[src/rtl/traffic_pkg.sv]
// -----------------------------------------------------------------------------
// traffic_pkg
// Shared definitions for the traffic-light slice: sequencer state encodings,
// conflict-monitor state encodings, fault-code constants, default counter
// width and a small lamp-combination helper.
// No ports (package).
// -----------------------------------------------------------------------------
package traffic_pkg;

   localparam int unsigned DEFAULT_CNT_W = 13;

   typedef enum logic [2:0] {
      SEQ_MAIN_GREEN  = 3'd0,
      SEQ_MAIN_YELLOW = 3'd1,
      SEQ_ALL_RED_A   = 3'd2,
      SEQ_SIDE_GREEN  = 3'd3,
      SEQ_SIDE_YELLOW = 3'd4,
      SEQ_ALL_RED_B   = 3'd5,
      SEQ_BLINK_ON    = 3'd6,
      SEQ_BLINK_OFF   = 3'd7
   } seq_state_e;

   typedef enum logic [1:0] {
      MONITOR     = 2'd0,
      FAULT_FLASH = 2'd1,
      CLEAR_HOLD  = 2'd2
   } mon_state_e;

   localparam logic [2:0] FC_NONE     = 3'b000;
   localparam logic [2:0] FC_CONFLICT = 3'b001;
   localparam logic [2:0] FC_MULTI    = 3'b010;
   localparam logic [2:0] FC_DARK     = 3'b011;

   // True when two or more of an approach's {R,Y,G} requests are set.
   function automatic logic two_or_more(input logic [2:0] v);
      return (v[0] & v[1]) | (v[0] & v[2]) | (v[1] & v[2]);
   endfunction

endpackage

[src/rtl/approach_dark_timer.sv]
// -----------------------------------------------------------------------------
// approach_dark_timer
// Saturating count of consecutive cycles in which an approach requests no lamp.
// Ports:
//   clk_50  - system clock
//   reset   - asynchronous, active-high reset
//   lamps_i - {R,Y,G} requests of one approach
//   clear_i - synchronous clear (fault acknowledge)
//   dark_o  - counter has reached DARK_CYCLES
// -----------------------------------------------------------------------------
module approach_dark_timer
   import traffic_pkg::*;
#(
   parameter int unsigned DARK_CYCLES = 3000,
   parameter int unsigned CNT_W       = DEFAULT_CNT_W
) (
   input  logic       clk_50,
   input  logic       reset,
   input  logic [2:0] lamps_i,
   input  logic       clear_i,
   output logic       dark_o
);

   localparam logic [CNT_W-1:0] DARK_MAX = CNT_W'(DARK_CYCLES);

   logic [CNT_W-1:0] cnt_q, cnt_d;

   always_comb begin
      cnt_d = cnt_q;
      if (clear_i || (|lamps_i)) begin
         cnt_d = '0;
      end else if (cnt_q != DARK_MAX) begin
         cnt_d = cnt_q + CNT_W'(1);
      end
   end

   always_ff @(posedge clk_50 or posedge reset) begin
      if (reset) begin
         cnt_q <= '0;
      end else begin
         cnt_q <= cnt_d;
      end
   end

   assign dark_o = (cnt_q == DARK_MAX);

endmodule

[src/rtl/lamp_conflict_monitor.sv]
// -----------------------------------------------------------------------------
// lamp_conflict_monitor
// Registers the sequencer's lamp requests onto the lamp drives and watches for
// unsafe combinations (conflicting greens, several lamps on one approach, an
// approach dark for too long). A violation persisting FILTER_CYCLES cycles
// latches a fault code and forces flashing all-red until fault_clear, followed
// by a FLASH_HALF-cycle steady all-red hold.
// Optional: define FAULT_COUNT_EN to add the saturating fault_count output.
// Ports:
//   clk_50, reset             - clock, asynchronous active-high reset
//   main_{R,Y,G}_i            - main-approach lamp requests
//   side_{R,Y,G}_i            - side-approach lamp requests
//   fault_clear               - single-cycle fault exit request
//   main_{R,Y,G}, side_{R,Y,G}- registered lamp drives
//   fault                     - high in FAULT_FLASH or CLEAR_HOLD
//   fault_code                - latched cause (none/conflict/multi/dark)
//   fault_count               - fault entries, saturating (FAULT_COUNT_EN only)
// -----------------------------------------------------------------------------
module lamp_conflict_monitor
   import traffic_pkg::*;
#(
   parameter int unsigned FILTER_CYCLES = 4,
   parameter int unsigned DARK_CYCLES   = 3000,
   parameter int unsigned FLASH_HALF    = 250,
   parameter int unsigned CNT_W         = DEFAULT_CNT_W
) (
   input  logic       clk_50,
   input  logic       reset,
   input  logic       main_R_i,
   input  logic       main_Y_i,
   input  logic       main_G_i,
   input  logic       side_R_i,
   input  logic       side_Y_i,
   input  logic       side_G_i,
   input  logic       fault_clear,
   output logic       main_R,
   output logic       main_Y,
   output logic       main_G,
   output logic       side_R,
   output logic       side_Y,
   output logic       side_G,
   output logic       fault,
   output logic [2:0] fault_code
`ifdef FAULT_COUNT_EN
   ,
   output logic [7:0] fault_count
`endif
);

   localparam logic [CNT_W-1:0] FILT_LAST  = CNT_W'(FILTER_CYCLES - 1);
   localparam logic [CNT_W-1:0] FLASH_LAST = CNT_W'(FLASH_HALF - 1);
   localparam logic [5:0]       ALL_RED    = 6'b100_100;

   mon_state_e       state_q, state_d;
   logic [CNT_W-1:0] viol_cnt_q, viol_cnt_d;
   logic [CNT_W-1:0] tmr_q, tmr_d;
   logic             phase_q, phase_d;
   logic [5:0]       lamps_q, lamps_d;   // {mR,mY,mG,sR,sY,sG}
   logic             fault_q, fault_d;
   logic [2:0]       code_q, code_d;

   logic conflict, multi, dark_main, dark_side, viol, confirm, clear_acc;
   logic enter_flash;
   logic [2:0] code_now;

   approach_dark_timer #(.DARK_CYCLES(DARK_CYCLES), .CNT_W(CNT_W)) u_dark_main (
      .clk_50 (clk_50),
      .reset  (reset),
      .lamps_i({main_R_i, main_Y_i, main_G_i}),
      .clear_i(clear_acc),
      .dark_o (dark_main)
   );

   approach_dark_timer #(.DARK_CYCLES(DARK_CYCLES), .CNT_W(CNT_W)) u_dark_side (
      .clk_50 (clk_50),
      .reset  (reset),
      .lamps_i({side_R_i, side_Y_i, side_G_i}),
      .clear_i(clear_acc),
      .dark_o (dark_side)
   );

   assign conflict  = (main_G_i & ~side_R_i) | (side_G_i & ~main_R_i);
   assign multi     = two_or_more({main_R_i, main_Y_i, main_G_i}) |
                      two_or_more({side_R_i, side_Y_i, side_G_i});
   assign viol      = conflict | multi | dark_main | dark_side;
   // Confirmation only matters outside FAULT_FLASH; in the flash the fault is
   // already latched and only fault_clear can move the state.
   assign confirm   = viol && (viol_cnt_q == FILT_LAST) && (state_q != FAULT_FLASH);
   assign clear_acc = (state_q == FAULT_FLASH) && fault_clear && !conflict && !multi;
   assign code_now  = conflict ? FC_CONFLICT : (multi ? FC_MULTI : FC_DARK);

   always_comb begin
      state_d     = state_q;
      tmr_d       = tmr_q;
      phase_d     = phase_q;
      code_d      = code_q;
      enter_flash = 1'b0;

      if (clear_acc || !viol) begin
         viol_cnt_d = '0;
      end else if (viol_cnt_q != FILT_LAST) begin
         viol_cnt_d = viol_cnt_q + CNT_W'(1);
      end else begin
         viol_cnt_d = viol_cnt_q;
      end

      unique case (state_q)
         MONITOR, CLEAR_HOLD: begin
            if (confirm) begin
               enter_flash = 1'b1;
               state_d     = FAULT_FLASH;
               code_d      = code_now;
               phase_d     = 1'b1;
               tmr_d       = '0;
            end else if (state_q == CLEAR_HOLD) begin
               if (tmr_q == FLASH_LAST) begin
                  state_d = MONITOR;
                  code_d  = FC_NONE;
                  tmr_d   = '0;
               end else begin
                  tmr_d = tmr_q + CNT_W'(1);
               end
            end
         end
         FAULT_FLASH: begin
            if (clear_acc) begin
               state_d = CLEAR_HOLD;
               tmr_d   = '0;
            end else if (tmr_q == FLASH_LAST) begin
               tmr_d   = '0;
               phase_d = ~phase_q;
            end else begin
               tmr_d = tmr_q + CNT_W'(1);
            end
         end
         default: state_d = MONITOR;
      endcase

      // Outputs follow the next state so they change on the same edge.
      unique case (state_d)
         FAULT_FLASH: lamps_d = {phase_d, 2'b00, phase_d, 2'b00};
         CLEAR_HOLD:  lamps_d = ALL_RED;
         default:     lamps_d = {main_R_i, main_Y_i, main_G_i,
                                 side_R_i, side_Y_i, side_G_i};
      endcase
      fault_d = (state_d != MONITOR);
   end

   always_ff @(posedge clk_50 or posedge reset) begin
      if (reset) begin
         state_q    <= MONITOR;
         viol_cnt_q <= '0;
         tmr_q      <= '0;
         phase_q    <= 1'b0;
         lamps_q    <= ALL_RED;
         fault_q    <= 1'b0;
         code_q     <= FC_NONE;
      end else begin
         state_q    <= state_d;
         viol_cnt_q <= viol_cnt_d;
         tmr_q      <= tmr_d;
         phase_q    <= phase_d;
         lamps_q    <= lamps_d;
         fault_q    <= fault_d;
         code_q     <= code_d;
      end
   end

   assign {main_R, main_Y, main_G, side_R, side_Y, side_G} = lamps_q;
   assign fault      = fault_q;
   assign fault_code = code_q;

`ifdef FAULT_COUNT_EN
   logic [7:0] fcnt_q;

   always_ff @(posedge clk_50 or posedge reset) begin
      if (reset) begin
         fcnt_q <= '0;
      end else if (enter_flash && (fcnt_q != 8'hFF)) begin
         fcnt_q <= fcnt_q + 8'd1;
      end
   end

   assign fault_count = fcnt_q;
`endif

endmodule

[config.mk]
export PLATFORM = sky130hd
export DESIGN_NAME = lamp_conflict_monitor
export DESIGN_NICKNAME = d
export VERILOG_FILES = /design/src/rtl/traffic_pkg.sv /design/src/rtl/approach_dark_timer.sv /design/src/rtl/lamp_conflict_monitor.sv
export SDC_FILE = /design/constraint.sdc
export NUM_CORES = 1
export LEC_CHECK = 0
export CORE_UTILIZATION = 30
export CTS_CLUSTER_SIZE = 28
export DETAILED_ROUTE_END_ITERATION = 10
export GPL_TIMING_DRIVEN = 0
export PLACE_DENSITY = 0.5
export SLEW_MARGIN = 20
export SYNTH_ARGS = -nofsm -noshare
export SYNTH_HDL_FRONTEND = slang
export SYNTH_SLANG_ARGS = --single-unit
[constraint.sdc]
create_clock -name clk_50 -period 2.6 [get_ports clk_50]
set_input_delay 0.65 -clock clk_50 [delete_from_list [all_inputs] [get_ports clk_50]]
set_output_delay 0.65 -clock clk_50 [all_outputs]
set_load 0.005 [all_outputs]
==> flow_summary.ini, run 1 <==
[final_layout]
nFillCells = 1083
fin_area_sq_um = 4070
drive_gt1_share_pct = 16.9
areaGrowthSynthToFinish_pct = 21.9
layout.nets = 393
diodes = 0

[run_status]
outcome = complete, no violations

[power_and_ir_drop]
leakage_nw = 1.77
ir_drop_mv = 0.329
powerDensity_nw_per_um2 = 823
total_power_mw = 3.35

[timing]
drv_slew = 0
rsz0062_at_grt = no
setup_viol = 0
finalSetupTns_ps = 0
fin_ws_ps = 131
hold_viol = 0
clock_skew_ps = 10.8
fin_crit_sh_pct = 95.0
period_minus_slack_ps = 2470
max_freq_mhz = 405

[clock_network]
path_clk_slew_ps = 80
cts-root-buf = clkbuf_8
cts_max_path_buffers = 2
cts_num_sinks = 64
htree_levels = 3
cts_tree = built
numCtsBuffers = 9
insertion_delay_ps = 350

[synth]
synth_cells = 338
synthFlopType = dfrtp_1
yosys_warnings = 0
synth_nets = 357
yosysSeqAreaShare_pct = 48.1
synth_cell_types = 57
synthArstFlopShare_pct = 100
synth-edff-count = 0
synth_area_sq_um = 3340
avgSynthCellArea_sq_um = 9.88
yosys_register_bits = 64

[critical_path]
crit_path_end = tmr_q[7]
path_buf_inv = 3
slowest_stage = a311o_2
critical_path.max_stage_delay_ps = 420
r2r_cells = 12
critPathMaxFanout = 10
reg2reg_slack_ps = 210
cp.required_ps = 2880
worst_setup_path_start_kind = primary input
rr_endpoint = lamps_q[2]
criticalPathCategory = in -> reg
path_depth = 9
endpoint_kind = flip-flop
arrival_ps = 2750
r2r-start = u_dark_main.cnt_q[0]
startpoint = side_G_i
crit_family = compound AO/OA/AOI/OAI gates
path_cells = dlygate4sd2_1 > nor2_1 > nand3_1 > a211o_1 > buf_4 > a311o_2 > buf_6 > o21ai_0 > a22o_2

[placed_design]
port_buffers = 17
post-place-ws_ps = -1040
hpwlAfterDp_um = 4720
place_congestion = 0.782
placed_cell_area_sq_um = 3710

[global_route]
antenna_found_initial = 0
grt_pass1_wl_um = 12000
grt_pass1_vias = 2473
grt_use_total_pct = 13.5
overflow = 0
grt_max_degree = 49

[detailed_routing]
drt_iter0_drc = 87
drc = 0
num_vias = 2478
wl_per_cell_um = 13.4
ant_nets = 0
routed_via_density = 4.77
routed_wl_um = 6930
first_pass_iters = 4

[die]
initial_core_util_pct = 30.8
rows = 38
core_sq_um = 10800
dieArea_sq_um = 11600
die_x_um = 107
io_pins = 19
die_h_um = 107

[job]
maxCapViolations = 0

[min_path]
hp-class = reg -> reg
-- what timing repair did --
item	in CTS	in global routing
resized for setup	16	18
setup buffers	3	4
hold buffers	0	0
endpoints found under the setup margin	50	22
pin swaps	3	5
-- synthesized netlist by cell type, types with 2 or more instances --
cell | number | share of area, %
a211o_1 | 2 | 0.52
a211oi_1 | 2 | 0.45
a21o_1 | 2 | 0.45
a21oi_1 | 10 | 1.5
a22o_1 | 4 | 1.0
a22o_2 | 6 | 1.8
and2_1 | 3 | 0.56
and3_1 | 18 | 3.4
and4_1 | 3 | 0.79
buf_2 | 2 | 0.30
dfrtp_1 | 62 | 46
dfstp_2 | 2 | 1.6
ha_1 | 10 | 3.7
inv_1 | 10 | 1.1
mux2i_1 | 2 | 0.60
nand2_1 | 25 | 2.8
nand2b_1 | 6 | 1.1
nand3_1 | 16 | 2.4
nand4_1 | 2 | 0.37
nand4b_1 | 2 | 0.52
nor2_1 | 49 | 5.5
nor2b_1 | 12 | 2.2
nor3_1 | 2 | 0.30
nor3b_1 | 2 | 0.45
nor4_1 | 4 | 0.75
o21ai_0 | 13 | 1.9
o21bai_1 | 2 | 0.45
o22ai_1 | 3 | 0.56
or3b_2 | 2 | 0.52
or4_1 | 2 | 0.45
xnor2_1 | 15 | 3.9
xor2_1 | 18 | 4.7
-- how the worst min path moves through the flow --
stage / startpoint / cells past startpoint / to / slack (ps)
6_report: fault_code[1] / 1 / fault_code[1] / 540
3_3_place_gp: u_dark_side.cnt_q[5] / 2 / u_dark_side.cnt_q[5] / 520
3_5_place_dp: tmr_q[7] / 1 / tmr_q[7] / 520
4_1_cts: tmr_q[7] / 1 / tmr_q[7] / 550
5_1_grt: fault_code[1] / 1 / fault_code[1] / 570
2_1_floorplan: fault_code[1] / 1 / fault_code[1] / 490
-- registers in the layout (all words and copies together) (netlist names) --
name,cells
u_dark_side.cnt_q,13
phase_q,1
viol_cnt_q,13
lamps_q,6
state_q,2
u_dark_main.cnt_q,13
fault_code,2
fault,1
tmr_q,13
-- per-stage QoR --
step,utilization (%),cells,hold slack (ps)
floorplan,-,338,489
global placement,34.0,495,520
detailed placement,34.3,496,525
CTS,37.0,515,545
global route,37.5,519,568
finish,37.5,519,536
-- placed cells by master, fill, tap and decap left out, types with 3 or more instances in the layout --
| cell | synthesis | final |
|---|---|---|
| dfrtp_1 | 62 | 62 |
| nor2_1 | 49 | 46 |
| nand2_1 | 25 | 25 |
| and3_1 | 18 | 18 |
| xor2_1 | 18 | 18 |
| nand3_1 | 16 | 16 |
| xnor2_1 | 15 | 15 |
| nor2b_1 | 12 | 12 |
| o21ai_0 | 13 | 11 |
| clkdlybuf4s50_1 | 0 | 11 |
| clkbuf_8 | 0 | 10 |
| inv_1 | 10 | 9 |
| a21oi_1 | 10 | 9 |
| ha_1 | 10 | 9 |
| buf_4 | 1 | 8 |
| a22o_2 | 6 | 6 |
| nand2b_1 | 6 | 5 |
| nor4_1 | 4 | 4 |
| a22o_1 | 4 | 4 |
| clkbuf_2 | 0 | 4 |
| nor2_2 | 1 | 3 |
| and2_1 | 3 | 3 |
| and4_1 | 3 | 3 |
| o22ai_1 | 3 | 3 |
-- kinds of logic after synthesis --
logic type,after synthesis,share of synthesized area [%]
adder cells (fa/ha/maj),10,3.75
XOR/XNOR,33,8.66
flip-flops,64,48.1
AND/OR/NAND/NOR,160,25.7
other,1,0.112
multiplexers,3,0.937
AO/OA/AOI/OAI,52,10.7
buffers and inverters,15,2.10
-- cell type report --
cell class	count	area [sq um]	share of cell area [%]
Sequential cell	64	1600	39.4
Buffer	5	32.5	0.800
Timing Repair Buffer	25	231	5.69
Clock buffer	10	138	3.38
Multi-Input combinational cell	259	1760	43.1
Inverter	10	40.0	0.984
Clock inverter	6	92.6	2.28
Tap cell	140	175	4.31
-- per-layer routing --
metal / vias to the layer above / routed length, um / global-route usage, %
met4: 0 / 83 / 3.72
met1: 1192 / 3300 / 16.9
met3: 8 / 242 / 5.21
met2: 25 / 3300 / 21.7
li1: 1253 / - / -
met5: - / 0 / 0
-- where the power goes --
group | switching [mW] | total (mW) | internal, mW
registers | 0.161 | 1.34 | 1.18
logic | 0.532 | 1.03 | 0.499
clock network | 0.410 | 0.979 | 0.569
No activity file was read; power rests on OpenSTA's default activity.
==> run 2: changes to the inputs <==
--- a/config.mk
+++ b/config.mk
@@ -5,11 +5,11 @@
 export SDC_FILE = /design/constraint.sdc
 export NUM_CORES = 1
 export LEC_CHECK = 0
-export CORE_UTILIZATION = 30
+export CORE_UTILIZATION = 59
 export CTS_CLUSTER_SIZE = 28
 export DETAILED_ROUTE_END_ITERATION = 10
 export GPL_TIMING_DRIVEN = 0
-export PLACE_DENSITY = 0.5
+export PLACE_DENSITY = 0.82
 export SLEW_MARGIN = 20
 export SYNTH_ARGS = -nofsm -noshare
 export SYNTH_HDL_FRONTEND = slang
==> constraint.sdc (replaced) <==
create_clock -name clk_50 -period 2.5 [get_ports clk_50]
set_input_delay 0.625 -clock clk_50 [delete_from_list [all_inputs] [get_ports clk_50]]
set_output_delay 0.625 -clock clk_50 [all_outputs]
set_load 0.005 [all_outputs]
==> run 2 against run 1 <==
Via count up 6.4%. Routed wire length up 2.8%. Critical path type unchanged. Sequential power up 4%. Register-to-register slack worse by 150 ps.
==> flow_summary.ini, run 2 (synthesis gave the netlist of run 1 again) <==
[timing]
finalSetupTns_ps = 0
setup_viol = 0
max_freq_mhz = 405
hold_viol = 0
fin_ws_ps = 29.3
clock_skew_ps = 11.7
period_minus_slack_ps = 2470
fin_crit_sh_pct = 98.8
drv_slew = 0

[clock_network]
htree_levels = 3
numCtsBuffers = 9
cts_max_path_buffers = 2
cts-root-buf = clkbuf_8
path_clk_slew_ps = 80
cts_num_sinks = 64
hold_buffers = 0
cts_tree = built
insertion_delay_ps = 350

[detailed_routing]
num_vias = 2636
routed_wl_um = 7130
first_pass_iters = 4
wl_per_cell_um = 15.7
drc = 0
routed_via_density = 5.81
ant_nets = 0
drt_iter0_drc = 161

[min_path]
hold_path.startpoint = fault_code[1]
hp-class = reg -> reg

[placed_design]
post-place-ws_ps = -1030
hpwlAfterDp_um = 4370
placed_cell_area_sq_um = 3630
port_buffers = 17
place_congestion = 0.802

[die]
die_h_um = 77.2
die_x_um = 77.2
initial_core_util_pct = 61.0
rows = 27
core_sq_um = 5470
io_pins = 19
dieArea_sq_um = 5960

[critical_path]
criticalPathCategory = in -> reg
startpoint = side_G_i
r2r-start = u_dark_side.cnt_q[0]
worst_setup_path_start_kind = primary input
arrival_ps = 2740
cp.required_ps = 2770
critPathMaxFanout = 7
endpoint_kind = flip-flop

[power_and_ir_drop]
ir_drop_mv = 0.596
powerDensity_nw_per_um2 = 917
total_power_mw = 3.74
leakage_nw = 1.80

[global_route]
antenna_found_initial = 0
grt_max_degree = 46
grt_pass1_vias = 2542
grt_use_met2_pct = 39.8
use_met1_pct = 33.3
overflow = 0
busiest_layer = met2
use_met3_pct = 4.17
grt_pass1_wl_um = 11700
grt_use_total_pct = 25.2

[final_layout]
areaGrowthSynthToFinish_pct = 22.1
final_cell_mix = dfrtp_1 (62), nor2_1 (47), nand2_1 (24)
layout.nets = 396
drive_gt1_share_pct = 19.4
fin_area_sq_um = 4080
diodes = 0
final_common_cell = dfrtp_1

[run_status]
outcome = complete, no violations

[job]
maxCapViolations = 0
-- run 2: metrics by stage --
step / instances / hold slack, ps / utilization, %
2_1_floorplan: 338 / 489 / -
3_3_place_gp: 427 / 504 / 65.8
3_5_place_dp: 428 / 521 / 66.4
4_1_cts: 447 / 543 / 72.7
5_1_grt: 454 / 556 / 74.5
6_report: 454 / 538 / 74.5
-- run 2: worst max-delay path: stages --
cell and delay, ps:
dlygate4sd2_1 310, a221oi_2 220, o21bai_2 140, a211oi_4 420
nor2_1 100, nor2_2 210, buf_4 140, inv_1 40
ha_1 240, o22ai_1 230, a21oi_2 60
-- run 2: worst paths after layout --
kind,endpoint,depth (start not counted),slack [ps]
max in group asynchronous,lamps_q[2],3,1380
setup reg to reg,lamps_q[5],12,60
hold reg to reg,fault_code[1],1,540
setup / recovery,lamps_q[5],11,30
min in group asynchronous,u_dark_main.cnt_q[5],2,570
hold / removal,fault_code[1],1,540
-- run 2: what timing repair did --
item	CTS	global route
setup endpoints to repair	50	12
setup buffers	3	7
pin swaps	6	8
resized for setup	25	17
-- run 2: per-layer routing --
layer | routed length [um] | vias up
met2 | 3520 | 56
met5 | 0 | -
met1 | 3200 | 1309
li1 | - | 1256
met3 | 228 | 15
met4 | 183 | 0
-- run 2: power breakdown --
part	switching, mW	total [mW]	internal [mW]
logic	0.635	1.21	0.577
clock network	0.431	1.13	0.695
registers	0.172	1.40	1.23
total	1.24	3.74	2.50
-- run 2: cell type report --
type                       count  area [sq um]
clock buffer                  10           138
fill                         389          1400
clock inverter                 6           115
tap                           72          90.1
multi-input combinational    259          1800
sequential                    64          1600
timing repair buffer          28           256
inverter                      10          40.0
buffer                         5          32.5
==> run 3: changes to the inputs <==
--- a/config.mk
+++ b/config.mk
@@ -9,6 +9,7 @@
 export CTS_CLUSTER_SIZE = 28
 export DETAILED_ROUTE_END_ITERATION = 10
 export GPL_TIMING_DRIVEN = 0
+export MAX_ROUTING_LAYER = met4
 export PLACE_DENSITY = 0.82
 export SLEW_MARGIN = 20
 export SYNTH_ARGS = -nofsm -noshare
==> run 3 against run 2 <==
Cell count unchanged. Worst setup slack better by 2.0 ps. Design area is the same. Routed wire length fell by 0.21%. Register-to-register slack better by 20 ps. Clock power about the same. Utilization is the same. Maximum frequency hardly changed. Worst hold slack better by 5.9 ps. Flip-flop and latch count did not move. Die area is the same. Largest power group unchanged. Highest routed layer unchanged.
==> flow_summary.ini, run 3 (synthesis gave the netlist of run 1 again) <==
[clock_network]
cts-root-buf = clkbuf_8
insertion_delay_ps = 350
htree_levels = 3
path_clk_slew_ps = 80
numCtsBuffers = 9
cts_tree = built
cts_num_sinks = 64
cts_max_path_buffers = 2

[timing]
drv_slew = 0
max_freq_mhz = 405
setup_viol = 0
hold_viol = 0
fin_crit_sh_pct = 98.7
clock_skew_ps = 10.8
period_minus_slack_ps = 2470
hold_slack_ps = 544

[final_layout]
final_cell_mix = dfrtp_1 (62), nor2_1 (47), nand2_1 (24)
drive_gt1_share_pct = 19.4
areaGrowthSynthToFinish_pct = 22.1
diodes = 0
final_cells = 454
final_common_cell = dfrtp_1
layout.nets = 396

[die]
die_x_um = 77.2
die_h_um = 77.2
dieArea_sq_um = 5960
core_sq_um = 5470
rows = 27
io_pins = 19
initial_core_util_pct = 61.0

[global_route]
grt_use_total_pct = 25.9
grt_pass1_wl_um = 11700
antenna_found_initial = 0
grt_max_degree = 46
overflow = 0
grt_pass1_vias = 2545

[critical_path]
r2r-start = u_dark_side.cnt_q[0]
critPathMaxFanout = 7
rr_endpoint = lamps_q[5]
criticalPathCategory = in -> reg
arrival_ps = 2740
r2r_cells = 12
cp.required_ps = 2770
endpoint_kind = flip-flop
reg2reg_slack_ps = 80
worst_setup_path_start_kind = primary input

[min_path]
hold_path.startpoint = fault_code[0]
whs_path_depth = 1
whs_endpoint = fault_code[0]
hp-class = reg -> reg

[placed_design]
dpl.cell_count = 428
place_congestion = 0.813
port_buffers = 17
hpwlAfterDp_um = 4370

[detailed_routing]
routed_wl_um = 7110
wl_per_cell_um = 15.7
routed_via_density = 5.78
ant_nets = 0
drc = 0
drt_iter0_drc = 140
first_pass_iters = 4
num_vias = 2623

[job]
maxCapViolations = 0

[power_and_ir_drop]
leakage_nw = 1.80
ir_drop_mv = 0.595
powerDensity_nw_per_um2 = 916

[run_status]
outcome = complete, no violations
==> run 3: per-layer routing <==
metal / routed length, um / up-vias / track usage [%]
met1: 3220 / 1298 / 33.4
met4: 182 / 0 / 13.0
li1: - / 1255 / -
met3: 216 / 17 / 4.17
met5: 0 / - / -
met2: 3500 / 53 / 39.6
==> run 3: repair_timing <==
item / CTS / global route
setup endpoints to repair: 50 / 12
hold buffers: 0 / 0
setup buffers: 3 / 7
resized for setup: 25 / 17
pin swaps: 6 / 8
==> run 3: worst max-delay path by stage <==
| stage | end | startpoint |
|---|---|---|
| after floorplan | lamps_q[2] | main_R_i |
| after global routing | lamps_q[5] | side_G_i |
| after global placement | lamps_q[2] | side_R_i |
| after CTS | lamps_q[5] | u_dark_side.cnt_q[0] |
| final | lamps_q[5] | side_G_i |
| after detailed placement | lamps_q[2] | side_R_i |
==> run 3: power breakdown <==
part,internal [mW],leakage (nW),switching (mW)
clock,0.695,0.123,0.427
combinational,0.577,0.832,0.634
sequential,1.23,0.847,0.173
total,2.50,1.80,1.23
==> run 3: area by class of cell <==
cell class,count,area [sq um]
Clock buffer,10,138
Sequential cell,64,1600
Multi-Input combinational cell,259,1800
Fill cell,389,1400
Timing Repair Buffer,28,256
Inverter,10,40.0
Tap cell,72,90.1
Clock inverter,6,115
Buffer,5,32.5
==> run 3: through the flow <==
stage               util [%]  area, sq um  total power [mW]  TNS [ps]  setup WS [ps]
global placement        65.8         3600              2.32    -80990           -945
floorplan                  -         3340              2.00         0           22.7
global route            74.5         4080              3.93     -62.7          -46.2
CTS                     72.7         3980              3.60         0          0.852
finish                  74.5         4080              3.73         0           31.4
detailed placement      66.4         3630              2.37    -33300          -1030
==> run 3: critical path, cell delays in order <==
cell	delay, ps
dlygate4sd2_1	310
nor2_1	180
nand3_2	150
a211o_1	390
nor3b_4	180
nor2_2	180
buf_4	140
inv_1	40
ha_1	240
o22ai_1	230
a21oi_2	60
